**config.mk**
```make
export PLATFORM = sky130hd
export DESIGN_NAME = ver_loader
export DESIGN_NICKNAME = d
export VERILOG_FILES = /design/src/rtl/ver_loader_pkg.sv /design/src/rtl/ver_loader_assembler.sv /design/src/rtl/ver_loader.sv
export SDC_FILE = /design/constraint.sdc
export NUM_CORES = 1
export LEC_CHECK = 0
export ABC_AREA = 1
export BUFFER_PORTS_ARGS = -buffer_cell sky130_fd_sc_hd__buf_4
export CAP_MARGIN = 10
export CORE_ASPECT_RATIO = 1.4
export CORE_MARGIN = 2
export CORE_UTILIZATION = 50
export CTS_BUF_LIST = sky130_fd_sc_hd__clkbuf_4 sky130_fd_sc_hd__clkbuf_8 sky130_fd_sc_hd__clkbuf_16
export CTS_CLUSTER_SIZE = 10
export DETAILED_ROUTE_END_ITERATION = 8
export PLACE_DENSITY = 0.69
export REMOVE_ABC_BUFFERS = 1
export SLEW_MARGIN = 30
export SYNTH_ARGS = -nofsm -noshare
export SYNTH_HDL_FRONTEND = slang
export SYNTH_SLANG_ARGS = --single-unit
export TNS_END_PERCENT = 20
```
**constraint.sdc**
```tcl
create_clock -name clk -period 7.1 [get_ports clk]
set_input_delay 0.71 -clock clk [delete_from_list [all_inputs] [get_ports clk]]
set_output_delay 0.71 -clock clk [all_outputs]
set_load 0.05 [all_outputs]
```
**src/rtl/ver_loader_pkg.sv**
```systemverilog
`default_nettype none
// ============================================================================
// Module      : ver_loader_pkg
// Description : Shared types and constants for the ver_loader boot loader.
// Revision    : 1.0 - initial release
// ============================================================================
package ver_loader_pkg;

  typedef enum logic [2:0] {
    WAIT_SYNC = 3'd0,
    ADDR      = 3'd1,
    LEN       = 3'd2,
    DATA      = 3'd3,
    WRITE     = 3'd4,
    CHECK     = 3'd5,
    DONE      = 3'd6,
    ERROR     = 3'd7
  } state_t;

  localparam logic [7:0] c_MAGIC_DEFAULT = 8'hA5;
  localparam int         c_BUS_WIDTH     = 32;
  localparam int         c_STRB_WIDTH    = 4;

endpackage
`default_nettype wire

```
**src/rtl/ver_loader_assembler.sv**
```systemverilog
`default_nettype none
// ============================================================================
// Module      : ver_loader_assembler
// Description : Little-endian byte-to-word shift register with completion pulse.
// Revision    : 1.0 - initial release
// ============================================================================
module ver_loader_assembler
  import ver_loader_pkg::*;
(
  input  logic                   clk,
  input  logic                   reset,
  input  logic                   i_clear,
  input  logic                   i_byte_valid,
  input  logic [7:0]             i_byte,
  output logic [c_BUS_WIDTH-1:0] o_word,
  output logic                   o_word_complete
);

  logic [c_BUS_WIDTH-1:0] r_word;
  logic [1:0]             r_cnt;

  // Bytes enter at the top so the first byte ends up in bits [7:0].
  assign o_word          = {i_byte, r_word[c_BUS_WIDTH-1:8]};
  assign o_word_complete = i_byte_valid && (r_cnt == 2'd3);

  always_ff @(posedge clk or posedge reset) begin
    if (reset) begin
      r_word <= '0;
      r_cnt  <= 2'd0;
    end else if (i_clear) begin
      r_cnt  <= 2'd0;
    end else if (i_byte_valid) begin
      r_word <= o_word;
      r_cnt  <= r_cnt + 2'd1;
    end
  end

endmodule
`default_nettype wire

```
**src/rtl/ver_loader.sv**
```systemverilog
`default_nettype none
// ============================================================================
// Module      : ver_loader
// Description : Framed serial image loader writing RAM over a Verbus master;
//               holds the CPU in reset until the image is in place.
//               Optional VER_LOADER_CHECKSUM_EN adds a trailing XOR byte check.
// Revision    : 1.0 - initial release
// ============================================================================
module ver_loader
  import ver_loader_pkg::*;
#(
  parameter logic [7:0] MAGIC          = c_MAGIC_DEFAULT,
  parameter int         TIMEOUT_CYCLES = 1000000
) (
  input  logic                    clk,
  input  logic                    reset,
  input  logic                    rx_valid,
  input  logic [7:0]              rx_data,
  output logic                    bus_valid,
  output logic [c_BUS_WIDTH-1:0]  bus_address,
  output logic [c_STRB_WIDTH-1:0] bus_wstrobe,
  output logic [c_BUS_WIDTH-1:0]  bus_wdata,
  input  logic                    bus_ready,
  output logic                    cpu_reset,
  output logic                    busy,
  output logic                    error
);

  localparam logic [31:0] c_TMO_LAST = 32'(TIMEOUT_CYCLES - 1);

  state_t                  r_state;
  logic [7:0]              r_buf;
  logic                    r_buf_full;
  logic [31:0]             r_remaining;
  logic [31:0]             r_tmo;
  logic [c_BUS_WIDTH-1:0]  r_addr;
  logic [c_BUS_WIDTH-1:0]  r_wdata;
  logic [c_STRB_WIDTH-1:0] r_wstrobe;
  logic                    r_valid;
  logic                    r_cpu_reset;
  logic                    r_busy;
  logic                    r_error;
`ifdef VER_LOADER_CHECKSUM_EN
  logic [7:0]              r_csum;
`endif

  logic                   w_use_buf;
  logic                   w_byte_valid;
  logic [7:0]             w_byte;
  logic                   w_asm_valid;
  logic                   w_counting;
  logic                   w_timeout;
  logic [c_BUS_WIDTH-1:0] w_word;
  logic                   w_word_complete;

  // A byte parked during WRITE is drained before any live byte.
  assign w_use_buf    = r_buf_full && (r_state == DATA || r_state == CHECK);
  assign w_byte_valid = w_use_buf ||
                        (rx_valid && (r_state == ADDR || r_state == LEN ||
                                      r_state == DATA || r_state == CHECK));
  assign w_byte       = w_use_buf ? r_buf : rx_data;
  assign w_asm_valid  = w_byte_valid &&
                        (r_state == ADDR || r_state == LEN || r_state == DATA);
  assign w_counting   = (r_state == ADDR) || (r_state == LEN) || (r_state == DATA) ||
                        (r_state == WRITE) || (r_state == CHECK);
  assign w_timeout    = (TIMEOUT_CYCLES != 0) && w_counting && !rx_valid &&
                        !r_valid && (r_tmo == c_TMO_LAST);

  ver_loader_assembler u_assembler (
    .clk             (clk),
    .reset           (reset),
    .i_clear         (r_state == WAIT_SYNC),
    .i_byte_valid    (w_asm_valid),
    .i_byte          (w_byte),
    .o_word          (w_word),
    .o_word_complete (w_word_complete)
  );

  always_ff @(posedge clk or posedge reset) begin
    if (reset) begin
      r_state     <= WAIT_SYNC;
      r_buf       <= 8'h00;
      r_buf_full  <= 1'b0;
      r_remaining <= 32'd0;
      r_tmo       <= 32'd0;
      r_addr      <= '0;
      r_wdata     <= '0;
      r_wstrobe   <= '0;
      r_valid     <= 1'b0;
      r_cpu_reset <= 1'b1;
      r_busy      <= 1'b0;
      r_error     <= 1'b0;
`ifdef VER_LOADER_CHECKSUM_EN
      r_csum      <= 8'h00;
`endif
    end else begin
      case (r_state)
        WAIT_SYNC: begin
          if (rx_valid && rx_data == MAGIC) begin
            r_state <= ADDR;
            r_busy  <= 1'b1;
`ifdef VER_LOADER_CHECKSUM_EN
            r_csum  <= 8'h00;
`endif
          end
        end
        ADDR: begin
          if (w_word_complete) begin
            r_addr  <= {w_word[c_BUS_WIDTH-1:2], 2'b00};
            r_state <= LEN;
          end
        end
        LEN: begin
          if (w_word_complete) begin
            r_remaining <= w_word;
            if (w_word != 32'd0) begin
              r_state <= DATA;
            end else begin
`ifdef VER_LOADER_CHECKSUM_EN
              r_state <= CHECK;
`else
              r_state     <= DONE;
              r_busy      <= 1'b0;
              r_cpu_reset <= 1'b0;
`endif
            end
          end
        end
        DATA: begin
`ifdef VER_LOADER_CHECKSUM_EN
          if (w_byte_valid) r_csum <= r_csum ^ w_byte;
`endif
          if (w_word_complete) begin
            r_wdata   <= w_word;
            r_valid   <= 1'b1;
            r_wstrobe <= {c_STRB_WIDTH{1'b1}};
            r_state   <= WRITE;
          end
        end
        WRITE: begin
          if (bus_ready) begin
            r_valid     <= 1'b0;
            r_wstrobe   <= '0;
            r_addr      <= r_addr + 32'd4;
            r_remaining <= r_remaining - 32'd1;
            if (r_remaining > 32'd1) begin
              r_state <= DATA;
            end else begin
`ifdef VER_LOADER_CHECKSUM_EN
              r_state <= CHECK;
`else
              r_state     <= DONE;
              r_busy      <= 1'b0;
              r_cpu_reset <= 1'b0;
`endif
            end
          end
        end
`ifdef VER_LOADER_CHECKSUM_EN
        CHECK: begin
          if (w_byte_valid) begin
            r_busy <= 1'b0;
            if (w_byte == r_csum) begin
              r_state     <= DONE;
              r_cpu_reset <= 1'b0;
            end else begin
              r_state <= ERROR;
              r_error <= 1'b1;
            end
          end
        end
`endif
        default: ;
      endcase

      // Byte buffer; a second byte while full is an overflow and overrides
      // whatever the handshake above decided.
      if (r_state == WRITE && rx_valid) begin
        if (r_buf_full) begin
          r_state     <= ERROR;
          r_error     <= 1'b1;
          r_busy      <= 1'b0;
          r_cpu_reset <= 1'b1;
          r_valid     <= 1'b0;
          r_wstrobe   <= '0;
        end else begin
          r_buf      <= rx_data;
          r_buf_full <= 1'b1;
        end
      end else if (w_use_buf) begin
        if (rx_valid) r_buf <= rx_data;
        else          r_buf_full <= 1'b0;
      end

      if (w_counting) begin
        if (rx_valid)      r_tmo <= 32'd0;
        else if (!r_valid) r_tmo <= r_tmo + 32'd1;
      end else begin
        r_tmo <= 32'd0;
      end

      if (w_timeout) begin
        r_state     <= ERROR;
        r_error     <= 1'b1;
        r_busy      <= 1'b0;
        r_cpu_reset <= 1'b1;
        r_valid     <= 1'b0;
        r_wstrobe   <= '0;
      end
    end
  end

  assign bus_valid   = r_valid;
  assign bus_address = r_addr;
  assign bus_wstrobe = r_wstrobe;
  assign bus_wdata   = r_wdata;
  assign cpu_reset   = r_cpu_reset;
  assign busy        = r_busy;
  assign error       = r_error;

endmodule
`default_nettype wire

```
Word level (Yosys, flattened, before mapping)
Index checks and enable logic that the tools add are counted.

word-level totals
  flip-flop bits (word level) = 182
  bits of input ports = 12
  output and inout port bits = 72
  word-level logic and storage cells = 130

operators by class
  add/sub/neg operators = 4
  $lt $le $gt $ge = 1
  equality and inequality tests = 14
  mux-type cells = 62
  bitwise gates (word level) = 1
  reductions and logical operators = 34

operator list
  kind                   count
  $mux 32                7
  $pmux 32 s2            2
  $mux 8                 5
  $add 32x1->32 const B  1
  $add 32x3->32 const B  1
  $eq 32x20->1 const B   1
  $gt 32x1->1 const B    1
  $reduce_bool 32->1     1
  $sub 32x1->32 const B  1
  $mux 3                 10
  $mux 1                 26
  $mux 4                 5
  $pmux 3 s5             1
  $reduce_bool 2->1      7
  $logic_and 1x1->1      9
  $reduce_and 3->1       3
  $eq 8x8->1 const B     1
  $pmux 4 s2             1
  $reduce_and 2->1       4
  $logic_or 1x1->1       7
  $eq 3x2->1 const B     2
  $eq 3x3->1 const B     2
  $ne 2x1->1 const B     3
  $mux 2                 2
  10 further kinds       13

Depth between registers and ports, before layout
  depth in word-level cells = 13
  mapped depth = 14
  gate-level depth less buffers = 14

By module
From an unflattened synthesis, not the netlist that was laid out.

unflattened totals
  cells, all modules = 1394
  area, all modules = 10110.9 um^2

modules (own cells, without submodules)
  module                instances  cells each  area an instance (um^2)
  ver_loader            1          1267        8978.6
  ver_loader_assembler  1          127         1132.3

Worst setup path before layout
Ideal clock, no wire load.

  path type = reg2reg
  start point = register r_addr[2] (netlist: bus_address[2])
  end point = register r_addr[22] (netlist: bus_address[22])
  arrival = 1.991 ns
  data required time = 6.974 ns
  path slack = 4.983 ns
  cell stages (with the launch flop) = 11
  buffers on the path = 0
  clock period less this slack = 2.117 ns
  cells stage by stage = dfrtp_1 ha_1 nand2_1 nor2_1 inv_1 nor2_1 nand3_1 nor3_1 a21oi_1 o22ai_1 a21oi_1

between the ends
  word-level cells in the longest chain between the ends = 3

RTL lines
  what                    line               source
  from (decl)             ver_loader.sv:36   logic [c_BUS_WIDTH-1:0] r_addr;
  from (signal assigned)  ver_loader.sv:109  r_addr <= {w_word[c_BUS_WIDTH-1:2], 2'b00};
  from (signal assigned)  ver_loader.sv:144  r_addr <= r_addr + 32'd4;
  $add 32x3->32           ver_loader.sv:144
  $mux 32                 ver_loader.sv:141  if (bus_ready) begin
  $pmux 32 s2             ver_loader.sv:97   case (r_state)

No other way between the ends. The select of a mux whose other input is x is not followed.
A chain may end at the register's enable or synchronous reset.

Final worst setup path
  start point = register r_state[0]
  end point = register r_addr[22] (netlist: bus_address[22])

between the ends
  word-level cells in the longest chain between the ends = 10

RTL lines
  what                                             line                                                  source
  from (decl)                                      ver_loader.sv:31                                      state_t r_state;
  from (signal assigned)                           ver_loader.sv:81                                      r_state <= WAIT_SYNC;
  from (signal assigned)                           ver_loader.sv:100                                     r_state <= ADDR;
  from (signal assigned)                           ver_loader.sv:110                                     r_state <= LEN;
  $eq 3x1->1 / $eq 3x2->1 (equally long branches)  ver_loader.sv:59, ver_loader.sv:63, ver_loader.sv:97
  $logic_or 1x1->1 (2 in series)                   ver_loader.sv:59, ver_loader.sv:63
  $logic_or 1x1->1                                 ver_loader.sv:60                                      r_state == DATA || r_state == CHECK));
  $logic_and 1x1->1                                ver_loader.sv:59                                      (rx_valid && (r_state == ADDR || r_state == LEN ||
  $logic_or 1x1->1                                 ver_loader.sv:58                                      assign w_byte_valid = w_use_buf ||
  $logic_and 1x1->1                                ver_loader.sv:62                                      assign w_asm_valid = w_byte_valid &&
  $logic_and 1x1->1                                ver_loader_assembler.sv:24                            assign o_word_complete = i_byte_valid && (r_cnt == 2'd3);
  $ne 2x1->1 (no source line)                      n/a
  $reduce_and 3->1 (no source line)                n/a

Parallel ways exist; a longest one is shown, timed or not.

==> summary.md <==
| Metric | Value |
|---|---|
| Total Neg Setup Slack | 0 ps |
| Final worst path period need | 3520 ps |
| Final instance count without filler cells | 1,566 |
| Crit. End Element | flip-flop |
| DIE WIDTH | 120 um |
| Effective utilization at floorplan | 50.8% |
| Max incr delay on CP | between 500 and 600 ps |
| First DRT Iteration DRCs | 670 |
| PwrDens | 451 nW/um2 |
| Leading cell types by total area after synthesis | sky130_fd_sc_hd__dfrtp_1 45%, sky130_fd_sc_hd__nand2_1 11%, sky130_fd_sc_hd__nor2_1 6.3% |
| Crit path cell chain | nor2_1, inv_2, nor2_4, buf_4, inv_2, buf_4, nor2_1, inv_2, nand2_2, buf_4, inv_2, o22ai_1, a21oi_1 |
| # diodes | 0 |
| Critical path data required time | 7410 ps |
| Leakage power of the design | 4.93 nW |
| Clock insertion delay at the later pin of the skew report | 430 ps |
| Weighted congestion at the end of routability-driven global placement | 0.927 |
| Result of the run | finished, final reports clean |
| Path type of the worst min-delay path | input pin to async pin |
| Core footprint | 18,500 um2 |
| Total number of clock tree sinks | 172 |
| Die height | 166 um |
| Most frequent CP cell | sky130_fd_sc_hd__inv_2 |
| Final Hold Fails | 0 |
| Flip-flop cell with the highest count after synthesis | sky130_fd_sc_hd__dfrtp_1 |
| #FFs+latches synth | 172 |
| TritonRoute pass-1 iters | 5 |
| Net count, final | between 1,000 and 1,500 |
| Initial antenna violation count | 0 |
| Root Buffer | sky130_fd_sc_hd__clkbuf_16 |
| Detail-routed via count per cell | 5.48 |
| Buffers added on ports | 81 |
| Final clock period utilization by the worst path | 49.5% |
| Pins Over Slew Limit | 0 |
| H-tree Lvls | 4 |
| Worst clock skew on the final layout | 8.01 ps |
| TritonCTS clock tree | yes |
| Number of placement rows | 59 |
| Area overhead of the layout relative to synthesis | 14.5% |
| Post-synthesis instance area | around 9400 um2 |
| Startpoint types | flip-flop |
| Post-DP HPWL | between 15,000 and 20,000 um |
| Standard cell with the maximum stage delay on the critical path | sky130_fd_sc_hd__buf_4 |
| Post-cts gate resize count | 0 |
| Total of hold buffers inserted after clock tree synthesis | 0 |
| Number of top-level design ports | between 80 and 90 |
| Die area | about 20,000 um2 |
| Library cell occupying the most area in the post-synthesis netlist | sky130_fd_sc_hd__dfrtp_1 |
| Async set-or-reset flop fraction in the synthesized netlist | between 90% and 100% |
| Wire length of the first global-routing pass | approximately 40,000 um |
| Maximum frequency from static timing analysis | around 280 MHz |
| Count of cell types in the netlist | 53 |
| Setup repair after global routing missed its margin | false |
| Category of cells accounting for the largest share of critical-path delay | buffers and inverters |
| Routed wire per std cell | between 15 and 20 um |
| Max-slew headroom at the worst pin | around half |
| Buffers inserted by post-CTS timing repair | 0 |
| Total of warnings raised by yosys | 0 |
| Highest fanout seen on the critical path | 62 |
| Setup-failing EPs final | 0 |
| Number of remaining DRC errors | 0 |
| Classification of the worst setup path | flip-flop to flip-flop |
| Synth top area share | 45.5% |
| EDFF count, synth | 0 |
| Aggregate routed wire length | 25,000 um |
| Actual slew at the worst max-slew pin | 766 ps |
| Combined global-route utilization of all metal layers | 25.8% |
| TritonCTS buffer count | 17 |
| Fill cell instance count of the final layout | 1,761 |
| Layout Utilization | 58.1% |
| Vias in the first global route | approximately 8,000 |
| Antenna Violating Nets Remaining | 0 |
| Maximum buffer depth of the clock tree | 2 |
| Maximum number of pins on one net before global-route repair | 79 |
| Post-synthesis instance total | 1,244 |
| Proportion of synthesized chip area in sequential cells | 45.8% |
| Average cell area after synthesis | 7.56 um2 |
| Total overflow reported by the global router | 0 |
| Placed insts | about 1,500 |
| Crit path DAT | 3820 ps |
| Number of max-cap violations | 0 |
| Share of layout cells above drive strength 1 | 12.1% |
| Number of buffers and inverters on the critical path | 7 |
| DR vias | 8,582 |
| Maximum vdd drop | 0.208 mV |
| Clock input transition at the sequential cells of the worst setup and hold paths | 70 ps |
| Power after layout | approximately 0.0049 W |
layer usage:
metal	routed length (um)	up-vias	part of all wire (%)	global-route usage [%]
li1	-	4219	-	-
met1	10200	4059	41	31.8
met2	12700	247	51	44.0
met3	1100	57	4.4	4.19
met4	942	0	3.8	11.8
met5	0	-	0	0
where the power goes:
part           internal, W  switching [W]
Combinational     0.000643        0.00153
Sequential         0.00133       0.000376
Clock             0.000584       0.000388
Total              0.00256        0.00230
registers in the layout, indices dropped and copies added, names as in the netlist:
| register | cells |
|---|---|
| r_state | 3 |
| r_buf_full | 1 |
| bus_wdata | 32 |
| error | 1 |
| bus_address | 30 |
| r_buf | 8 |
| r_remaining | 32 |
| u_assembler.r_cnt | 2 |
| busy | 1 |
| cpu_reset | 1 |
| u_assembler.r_word | 24 |
| r_tmo | 32 |
| bus_wstrobe | 4 |
| bus_valid | 1 |
cell usage in the layout (no fill, tap or decap), types with 3 or more instances in the layout:
master	count
sky130_fd_sc_hd__o21a_1	5
sky130_fd_sc_hd__o21ai_1	13
sky130_fd_sc_hd__nand2_2	8
sky130_fd_sc_hd__xnor2_1	6
sky130_fd_sc_hd__a21oi_1	50
sky130_fd_sc_hd__nor3_1	34
sky130_fd_sc_hd__ha_1	5
sky130_fd_sc_hd__bufinv_16	3
sky130_fd_sc_hd__nor2_2	3
sky130_fd_sc_hd__nand2_4	4
sky130_fd_sc_hd__nor3b_1	3
sky130_fd_sc_hd__clkbuf_8	3
sky130_fd_sc_hd__nand3_1	44
sky130_fd_sc_hd__inv_1	148
sky130_fd_sc_hd__nand4_1	34
sky130_fd_sc_hd__a31oi_1	41
sky130_fd_sc_hd__o21ai_0	107
sky130_fd_sc_hd__nand2_1	280
sky130_fd_sc_hd__nor4_1	17
sky130_fd_sc_hd__inv_2	7
sky130_fd_sc_hd__clkinv_2	3
sky130_fd_sc_hd__o211ai_1	5
sky130_fd_sc_hd__clkbuf_16	17
sky130_fd_sc_hd__or2_2	5
sky130_fd_sc_hd__xor2_1	23
sky130_fd_sc_hd__dfrtp_1	171
sky130_fd_sc_hd__buf_4	87
sky130_fd_sc_hd__nor2_1	157
worst paths after layout:
path	startpoint	end	slack [ps]	cells after the start
worst max register to register	r_state[0]	bus_address[22]	3580	13
worst min-delay path	reset	bus_wdata[11]	410	2
min in group clk	cpu_reset	cpu_reset	480	2
worst max-delay path	r_state[0]	bus_address[22]	3580	13
worst min register to register	cpu_reset	cpu_reset	480	2
max in group asynchronous	reset	bus_address[20]	4930	4
cell usage after synthesis, drive strengths merged, types with 6 or more instances:
master  number
o21ai      121
a21oi       51
nand3       45
nand4       34
dfrtp      171
nor2       163
inv        157
clkbuf      15
nor3        36
buf         27
xor2        23
nor4        18
nand2      292
xnor2        6
a31oi       41
through the flow:
step           setup slack (ps)  instance area [um2]  hold slack, ps
2_1_floorplan              1730                 9180             453
3_3_place_gp               3760                10100             460
3_5_place_dp               3670                10100             463
6_report                   3580                10800             406
4_1_cts                    3660                10800             426
5_1_grt                    3390                10800             448
worst register-to-register path: stages, from the launching register on:
cell                      delay [ps]
sky130_fd_sc_hd__dfrtp_1         460
sky130_fd_sc_hd__nor2_1          170
sky130_fd_sc_hd__inv_2            80
sky130_fd_sc_hd__nor2_4           70
sky130_fd_sc_hd__buf_4           540
sky130_fd_sc_hd__inv_2           450
sky130_fd_sc_hd__buf_4           350
sky130_fd_sc_hd__nor2_1          150
sky130_fd_sc_hd__inv_2           110
sky130_fd_sc_hd__nand2_2          90
sky130_fd_sc_hd__buf_4           410
sky130_fd_sc_hd__inv_2           250
sky130_fd_sc_hd__o22ai_1         190
sky130_fd_sc_hd__a21oi_1          90
cell families after synthesis:
group / Yosys count / share of synthesized area, %
simple gates: 599 / 27.9
compound gates: 235 / 13.8
buf+inv: 200 / 8.80
flops: 172 / 45.8
xor+xnor: 29 / 2.70
fa+ha+maj: 5 / 0.665
mux: 3 / 0.359
other cells: 1 / 0.0399
area by class of cell:
| type | instances | area, um2 | share of cell area (%) |
|---|---|---|---|
| Sequential cell | 172 | 4310 | 40.0 |
| Multi-Input combinational cell | 873 | 4280 | 39.8 |
| Timing Repair Buffer | 88 | 661 | 6.13 |
| Inverter | 158 | 601 | 5.58 |
| Clock buffer | 21 | 474 | 4.40 |
| Tap cell | 244 | 305 | 2.83 |
| Clock inverter | 10 | 139 | 1.29 |
No activity file was read; power rests on OpenSTA's default activity.
